## src/rtl/wb_arbiter.sv

```systemverilog
// Writeback arbiter: merges execute results and FIFO-buffered load results onto the single RF write port, plus a pending-load scoreboard.
// Optional performance counters are built only when WB_PERF_EN is defined.
module wb_arbiter #(
   parameter int XLEN  = 64,
   parameter int AW    = 5,
   parameter int DEPTH = 2
) (
   input  logic                 clk,
   input  logic                 rst,
   input  logic                 exe_valid,
   input  logic                 exe_wen,
   input  logic [AW-1:0]        exe_rd,
   input  logic [XLEN-1:0]      exe_wdata,
   output logic                 exe_ready,
   input  logic                 lsu_valid,
   input  logic [AW-1:0]        lsu_rd,
   input  logic [XLEN-1:0]      lsu_wdata,
   output logic                 lsu_ready,
   input  logic                 ld_issue_valid,
   input  logic [AW-1:0]        ld_issue_rd,
   output logic [(1<<AW)-1:0]   pend_mask,
   output logic                 rf_we,
   output logic [AW-1:0]        rf_waddr,
   output logic [XLEN-1:0]      rf_wdata,
   output logic [31:0]          perf_wr_cnt,
   output logic [31:0]          perf_stall_cnt
);

   localparam int PW   = (DEPTH > 1) ? $clog2(DEPTH) : 1;
   localparam int CW   = $clog2(DEPTH) + 1;
   localparam int NREG = 1 << AW;

   logic [AW-1:0]   fifo_rd   [DEPTH];
   logic [XLEN-1:0] fifo_data [DEPTH];
   logic [PW-1:0]   wr_ptr, rd_ptr;
   logic [CW-1:0]   count;
   logic            full, empty, push, pop, exe_win;
   logic [AW-1:0]   head_rd;
   logic [XLEN-1:0] head_data;
   logic            wr_en_d;
   logic [AW-1:0]   wr_addr_d;
   logic [XLEN-1:0] wr_data_d;
   logic [NREG-1:0] set_vec, clr_vec, pend_next;

   assign full      = (count == CW'(DEPTH));
   assign empty     = (count == '0);
   assign lsu_ready = !full;
   assign exe_ready = !full;
   assign push      = lsu_valid && !full;
   assign exe_win   = exe_valid && !full;
   // A full FIFO takes priority over execute so loads can never starve.
   assign pop       = !empty && (full || !exe_valid);
   assign head_rd   = fifo_rd[rd_ptr];
   assign head_data = fifo_data[rd_ptr];

   always_comb begin
      wr_en_d   = 1'b0;
      wr_addr_d = head_rd;
      wr_data_d = head_data;
      if (pop) begin
         wr_en_d = (head_rd != '0);
      end else if (exe_win) begin
         wr_en_d   = exe_wen && (exe_rd != '0);
         wr_addr_d = exe_rd;
         wr_data_d = exe_wdata;
      end
   end

   always_comb begin
      set_vec = '0;
      clr_vec = '0;
      if (ld_issue_valid)
         set_vec = {{(NREG-1){1'b0}}, 1'b1} << ld_issue_rd;
      if (pop)
         clr_vec = {{(NREG-1){1'b0}}, 1'b1} << head_rd;
      pend_next    = (pend_mask & ~clr_vec) | set_vec;
      pend_next[0] = 1'b0;
   end

   always_ff @(posedge clk or posedge rst) begin
      if (rst) begin
         for (int i = 0; i < DEPTH; i++) begin
            fifo_rd[i]   <= '0;
            fifo_data[i] <= '0;
         end
         wr_ptr <= '0;
         rd_ptr <= '0;
         count  <= '0;
      end else begin
         if (push) begin
            fifo_rd[wr_ptr]   <= lsu_rd;
            fifo_data[wr_ptr] <= lsu_wdata;
            wr_ptr            <= wr_ptr + 1'b1;
         end
         if (pop)
            rd_ptr <= rd_ptr + 1'b1;
         if (push && !pop)
            count <= count + 1'b1;
         else if (pop && !push)
            count <= count - 1'b1;
      end
   end

   always_ff @(posedge clk or posedge rst) begin
      if (rst) begin
         rf_we     <= 1'b0;
         rf_waddr  <= '0;
         rf_wdata  <= '0;
         pend_mask <= '0;
      end else begin
         rf_we     <= wr_en_d;
         pend_mask <= pend_next;
         if (pop || exe_win) begin
            rf_waddr <= wr_addr_d;
            rf_wdata <= wr_data_d;
         end
      end
   end

`ifdef WB_PERF_EN
   always_ff @(posedge clk or posedge rst) begin
      if (rst) begin
         perf_wr_cnt    <= '0;
         perf_stall_cnt <= '0;
      end else begin
         if (rf_we)
            perf_wr_cnt <= perf_wr_cnt + 32'd1;
         if (exe_valid && !exe_ready)
            perf_stall_cnt <= perf_stall_cnt + 32'd1;
      end
   end
`else
   assign perf_wr_cnt    = '0;
   assign perf_stall_cnt = '0;
`endif

endmodule

```

## config.mk

```make
export PLATFORM = sky130hd
export DESIGN_NAME = wb_arbiter
export DESIGN_NICKNAME = d
export VERILOG_FILES = /design/src/rtl/wb_arbiter.sv
export SDC_FILE = /design/constraint.sdc
export NUM_CORES = 1
export LEC_CHECK = 0
export BUFFER_PORTS_ARGS = -buffer_cell sky130_fd_sc_hd__buf_2
export CAP_MARGIN = 20
export CORE_AREA = 2 2 207 209
export CTS_CLUSTER_SIZE = 30
export DETAILED_ROUTE_END_ITERATION = 7
export DIE_AREA = 0 0 209 211
export PLACE_DENSITY_LB_ADDON = 0.05
export SYNTH_ARGS = -nofsm -noshare
export SYNTH_HDL_FRONTEND = slang
export SYNTH_SLANG_ARGS = --single-unit
```

## constraint.sdc

```tcl
create_clock -name clk -period 8.6 [get_ports clk]
set_clock_uncertainty 0.05 [all_clocks]
set_input_delay 0 -clock clk [delete_from_list [all_inputs] [get_ports clk]]
set_output_delay 0 -clock clk [all_outputs]
set_load 0.03 [all_outputs]
```

Word-level counts from Yosys, hierarchy flattened
Index checks and enable logic that the tools add are counted.
Widths: inputs -> output; s select.
- bits in registers: 243
- input port bits: 149
- word-level logic and storage cells: 66
- add/sub/neg operators: 4
- $lt $le $gt $ge: 3
- equality and inequality tests: 1
- shifts and indexed selects: 2
- mux-type cells: 22
- bitwise gates (word level): 5
- reductions and logical operators: 18
- operator list (cell ; number):
    $mux 64 ; 6
    $bwmux 128 ; 1
    $demux 64 s1 ; 1
    $mux 32 ; 2
    $shl 1x5->32 const A ; 2
    $and 32x32->32 ; 1
    $not 32->32 ; 1
    $or 32x32->32 ; 1
    $mux 5 ; 6
    $bwmux 10 ; 1
    $reduce_bool 5->1 ; 2
    $logic_and 1x1->1 ; 7
    $demux 5 s1 ; 1
    $logic_not 1->1 ; 5
    $ge 2x2->1 const B ; 2
    $mux 2 ; 2
    $not 1->2 ; 2
    $add 1x1->1 const B ; 2
    $add 2x1->2 const B ; 1
    $eq 2x2->1 const B ; 1
    $logic_not 2->1 ; 1
    $logic_or 1x1->1 ; 2
    $lt 2x1->1 const B ; 1
    $mux 1 ; 2
    2 further kinds ; 2

Longest topological paths before layout
- depth after elaboration: 9
- gate-level depth with buffers: 9
- mapped depth without buffers: 8

Worst setup path before layout
OpenSTA, ideal clock, no wires.
- path type: flip-flop to flip-flop
- start point: reg count[1]
- end point: reg fifo_data[127] (netlist name)
- setup time: 0.125 ns
- arrival time: 1.564 ns
- required time: 8.425 ns
- setup slack: 6.861 ns
- stages on the path, launching flop included: 9
- cell sequence: dfrtp_1 nor2b_2 buf_6 inv_6 nand2_8 nor2_4 buf_6 buf_12 mux2_4
- cells in the longest elaborated chain, start to end: 3
- ends and longest elaborated chain (element ; RTL line ; source):
    start, declared ; 36 ; logic [CW-1:0] count;
    start signal, assigned ; 98 ; count <= count + 1'b1;
    start signal, assigned ; 100 ; count <= count - 1'b1;
    $eq 2x2->1 ; 45 ; assign full = (count == CW'(DEPTH));
    $logic_not 1->1 ; -- ;
    net exe_ready ; 14 ; output logic exe_ready,
    $logic_and 1x1->1 ; 49 ; assign push = lsu_valid && !full;
    end signal, assigned by index ; 92 ; fifo_data[wr_ptr] <= lsu_wdata;
    end, declared ; 34 ; logic [XLEN-1:0] fifo_data [DEPTH];
The timed path passes the listed nets, and every way through them passes these cells.
A chain may end at the register's enable or synchronous reset.

Worst setup path after layout
- start point: reg rd_ptr
- end point: reg pend_mask[11]
- cells in the longest elaborated chain, start to end: 9
- ends and longest elaborated chain (element ; RTL line ; source):
    start, declared ; 35 ; logic [PW-1:0] wr_ptr, rd_ptr;
    start signal, assigned ; 96 ; rd_ptr <= rd_ptr + 1'b1;
    $not 1->2 (implied by the code) ; 53 ; assign head_rd = fifo_rd[rd_ptr];
    $mux 5 (implied by the code) (3 in series) ; 53 ;
    $shl 1x5->32 ; 75 ; clr_vec = {{(NREG-1){1'b0}}, 1'b1} << head_rd;
    $mux 32 ; 74 ; if (pop)
    $not 32->32 ; 76 ; pend_next = (pend_mask & ~clr_vec) | set_vec;
    $and 32x32->32 ; 76 ;
    $or 32x32->32 ; 76 ;
    net pend_next[11] ; 43 ; logic [NREG-1:0] set_vec, clr_vec, pend_next;
    end signal, assigned ; 112 ; pend_mask <= pend_next;
    end, declared ; 21 ; output logic [(1<<AW)-1:0] pend_mask,
The timed path passes the listed nets, and every way through them passes these cells. The select of a mux whose other input is x is not followed.

==> out/metrics.cfg <==
[cells_and_area]
drive_above_1_share=0.353
final_area_sq_um=16500
multi_input_comb_area_sq_um=5700
post-route-util=0.394
syn_to_final_growth_pct=32.0
nNetsFinal=1617
fillCellCount=4152
ff_latch_area_sq_um=6090

[worst_setup_path]
crit_type=reg2reg
slowest_stage=dfrtp_4
r2r-start=rd_ptr
path_cells=buf_4 -> mux2i_1 -> o21ai_1 -> o31ai_1 -> nand2_1
worstSetupEndpointType=register
worstPathRequired_ns=9.00
worstPathMaxFanout=57
cp.arrival_ns=3.15
crit_path_start_kind=register
worst_path_largest_cell_delay_ns=0.76
crit_start=rd_ptr

[synth]
yosys.area.top_type=dfrtp_1
async_flop_share=1.00
syn_inst=1104
ys_seq_area_frac=0.488
syn_area_per_cell_sq_um=11.3
ys_warn_count=0
synth_top_cell_area_share=0.488
yosys_register_bits=243
synth_area_sq_um=12500
netlist_top_cells_count=dfrtp_1 (243), mux2_2 (185), nor2_1 (74)
synth.area.top_cells=dfrtp_1 (49%), mux2_2 (17%), o221ai_1 (4.9%)
synth_ff_type=dfrtp_1
yosysMostFrequentCell=dfrtp_1
yosysUniqueCellTypes=49
synth_edf_count=0

[sta]
holdWs_ns=0.0410
finalSetupViolations=0
fmax_ghz=0.364
slew_headroom=0.293
tightest_slew_ns=1.06
rsz0062_at_grt=no
hold_viol=0
period_minus_slack_ns=2.75
tns_ns=0
maxSlewViolCount=0
timing.final.crit_share=0.320

[power_and_ir_drop]
peakVddDrop_mv=0.167
powerDensity_nw_per_um2=395
p_total_mw=6.50
leakagePower_nw=7.22

[grt]
antenna_found_initial=3
grt_pass1_wl_um=60700
track_usage=0.176
overflow=0
grt_max_degree=123
grt_pass1_vias=10200

[cts]
cts_setup_buffers=0
htreeDepth=1
cts_tree=done
numCtsBuffers=31
clockRootBuffer=clkbuf_16
ctsResizeCount=0
clk_pin_slew_ns=0.06
clock_sinks=243
clockBufferDepth=3
clk_latency_ns=0.56

[drt]
drtAntennaViolNets=0
routed_wl_um=39400
drc_errors=0
vias_per_cell=4.82
dr.pass1.iters=5
drtIter0Drc=544
routedWlPerCell_um=19.4
num_vias=9786

[min_path]
hp-start=exe_valid
worstHoldPathType=in2reg

[job]
drv_cap=0

[floorplan]
dieArea_sq_um=44100
start_util=0.299
fp.dieW_um=209
core_area_sq_um=41800
core.rowCount=75
die_h_um=211
ios=317

[run_status]
status=complete, no violations

[place]
place_congestion=0.729
place_hpwl_um=24000
place_area_sq_um=13800
numPortBuffers=251

==> final cells by class <==
| class | count | area share |
|---|---|---|
| inverter | 9 | 0.00281 |
| clock buffer | 44 | 0.0531 |
| sequential | 243 | 0.370 |
| tap | 539 | 0.0410 |
| antenna | 1 | 0.000152 |
| timing repair buffer | 412 | 0.174 |
| multi-input combinational | 770 | 0.346 |
| clock inverter | 13 | 0.0132 |
==> critical path: cells and delay by family, from the launching register on <==
family	cells	cell delay (ns)
muxes	1	0.38
and+or+nand+nor	1	0.09
AOI/OAI and AO/OA	2	0.60
DFF	1	0.76
buffers and inverters	1	0.73
==> metrics by stage <==
step / std cells / setup WS [ns]
after floorplan: 1168 / 1.88
after global placement: 1821 / 5.71
after detailed placement: 1821 / 5.71
after CTS: 2030 / 5.80
after global routing: 2031 / 5.63
final: 2031 / 5.85
==> cells by family (layout without fill, tap and decap cells) <==
| logic type | Yosys count | after routing | synth area share |
|---|---|---|---|
| buf+inv | 155 | 478 | 0.0757 |
| flops | 243 | 243 | 0.488 |
| xor+xnor | 5 | 5 | 0.00351 |
| simple gates | 237 | 237 | 0.0949 |
| compound gates | 253 | 253 | 0.143 |
| mux | 209 | 209 | 0.194 |
| other cells | 1 | 66 | 0.000301 |
| fa+ha+maj | 1 | 1 | 0.00100 |
==> repair_timing <==
item | in CTS | in global routing
endpoints found under the setup margin | 0 | 0
hold buffers | 152 | 0
hold endpoints to repair | 362 | 0
==> layer usage <==
| layer | part of all wire | global-route usage | wire, um | vias up |
|---|---|---|---|---|
| met5 | 0.00069 | 0 | 27 | - |
| met4 | 0.020 | 0.0473 | 774 | 4 |
| met3 | 0.037 | 0.0242 | 1440 | 53 |
| met2 | 0.48 | 0.296 | 19100 | 221 |
| met1 | 0.46 | 0.237 | 18100 | 4878 |
| li1 | - | - | - | 4630 |
==> final timing paths <==
| kind | cells past startpoint | slack, ns | endpoint |
|---|---|---|---|
| setup / recovery | 5 | 5.85 | pend_mask[11] |
| hold / removal | 3 | 0.04 | rf_wdata[2] |
| setup reg to reg | 5 | 5.85 | pend_mask[11] |
| hold reg to reg | 1 | 0.45 | fifo_data[39] |
| max in group asynchronous | 4 | 7.15 | count[0] |
| min in group asynchronous | 3 | 0.05 | rf_wdata[42] |
==> power breakdown <==
| group | total (mW) | switching [mW] | leakage (nW) | internal, mW |
|---|---|---|---|---|
| Clock | 1.41 | 0.525 | 0.536 | 0.882 |
| Combinational | 2.99 | 1.76 | 3.80 | 1.23 |
| Sequential | 2.10 | 0.359 | 2.88 | 1.74 |
| Total | 6.50 | 2.65 | 7.22 | 3.85 |
==> sequential cells by signal (all words and copies together), names as in the netlist <==
register   cells
count          2
fifo_data    128
rf_we          1
pend_mask     31
fifo_rd       10
rd_ptr         1
rf_waddr       5
wr_ptr         1
rf_wdata      64
==> layout by cell type, fill, tap and decap left out, types with 65 or more instances in the layout <==
cell type	n
dlygate4sd3_1	152
o221ai_1	70
nor2_1	74
a21oi_1	69
buf_2	250
conb_1	65
o211ai_1	66
dfrtp_1	241
nand2b_1	68
mux2_2	185
Power figures use the tool's default switching activity.
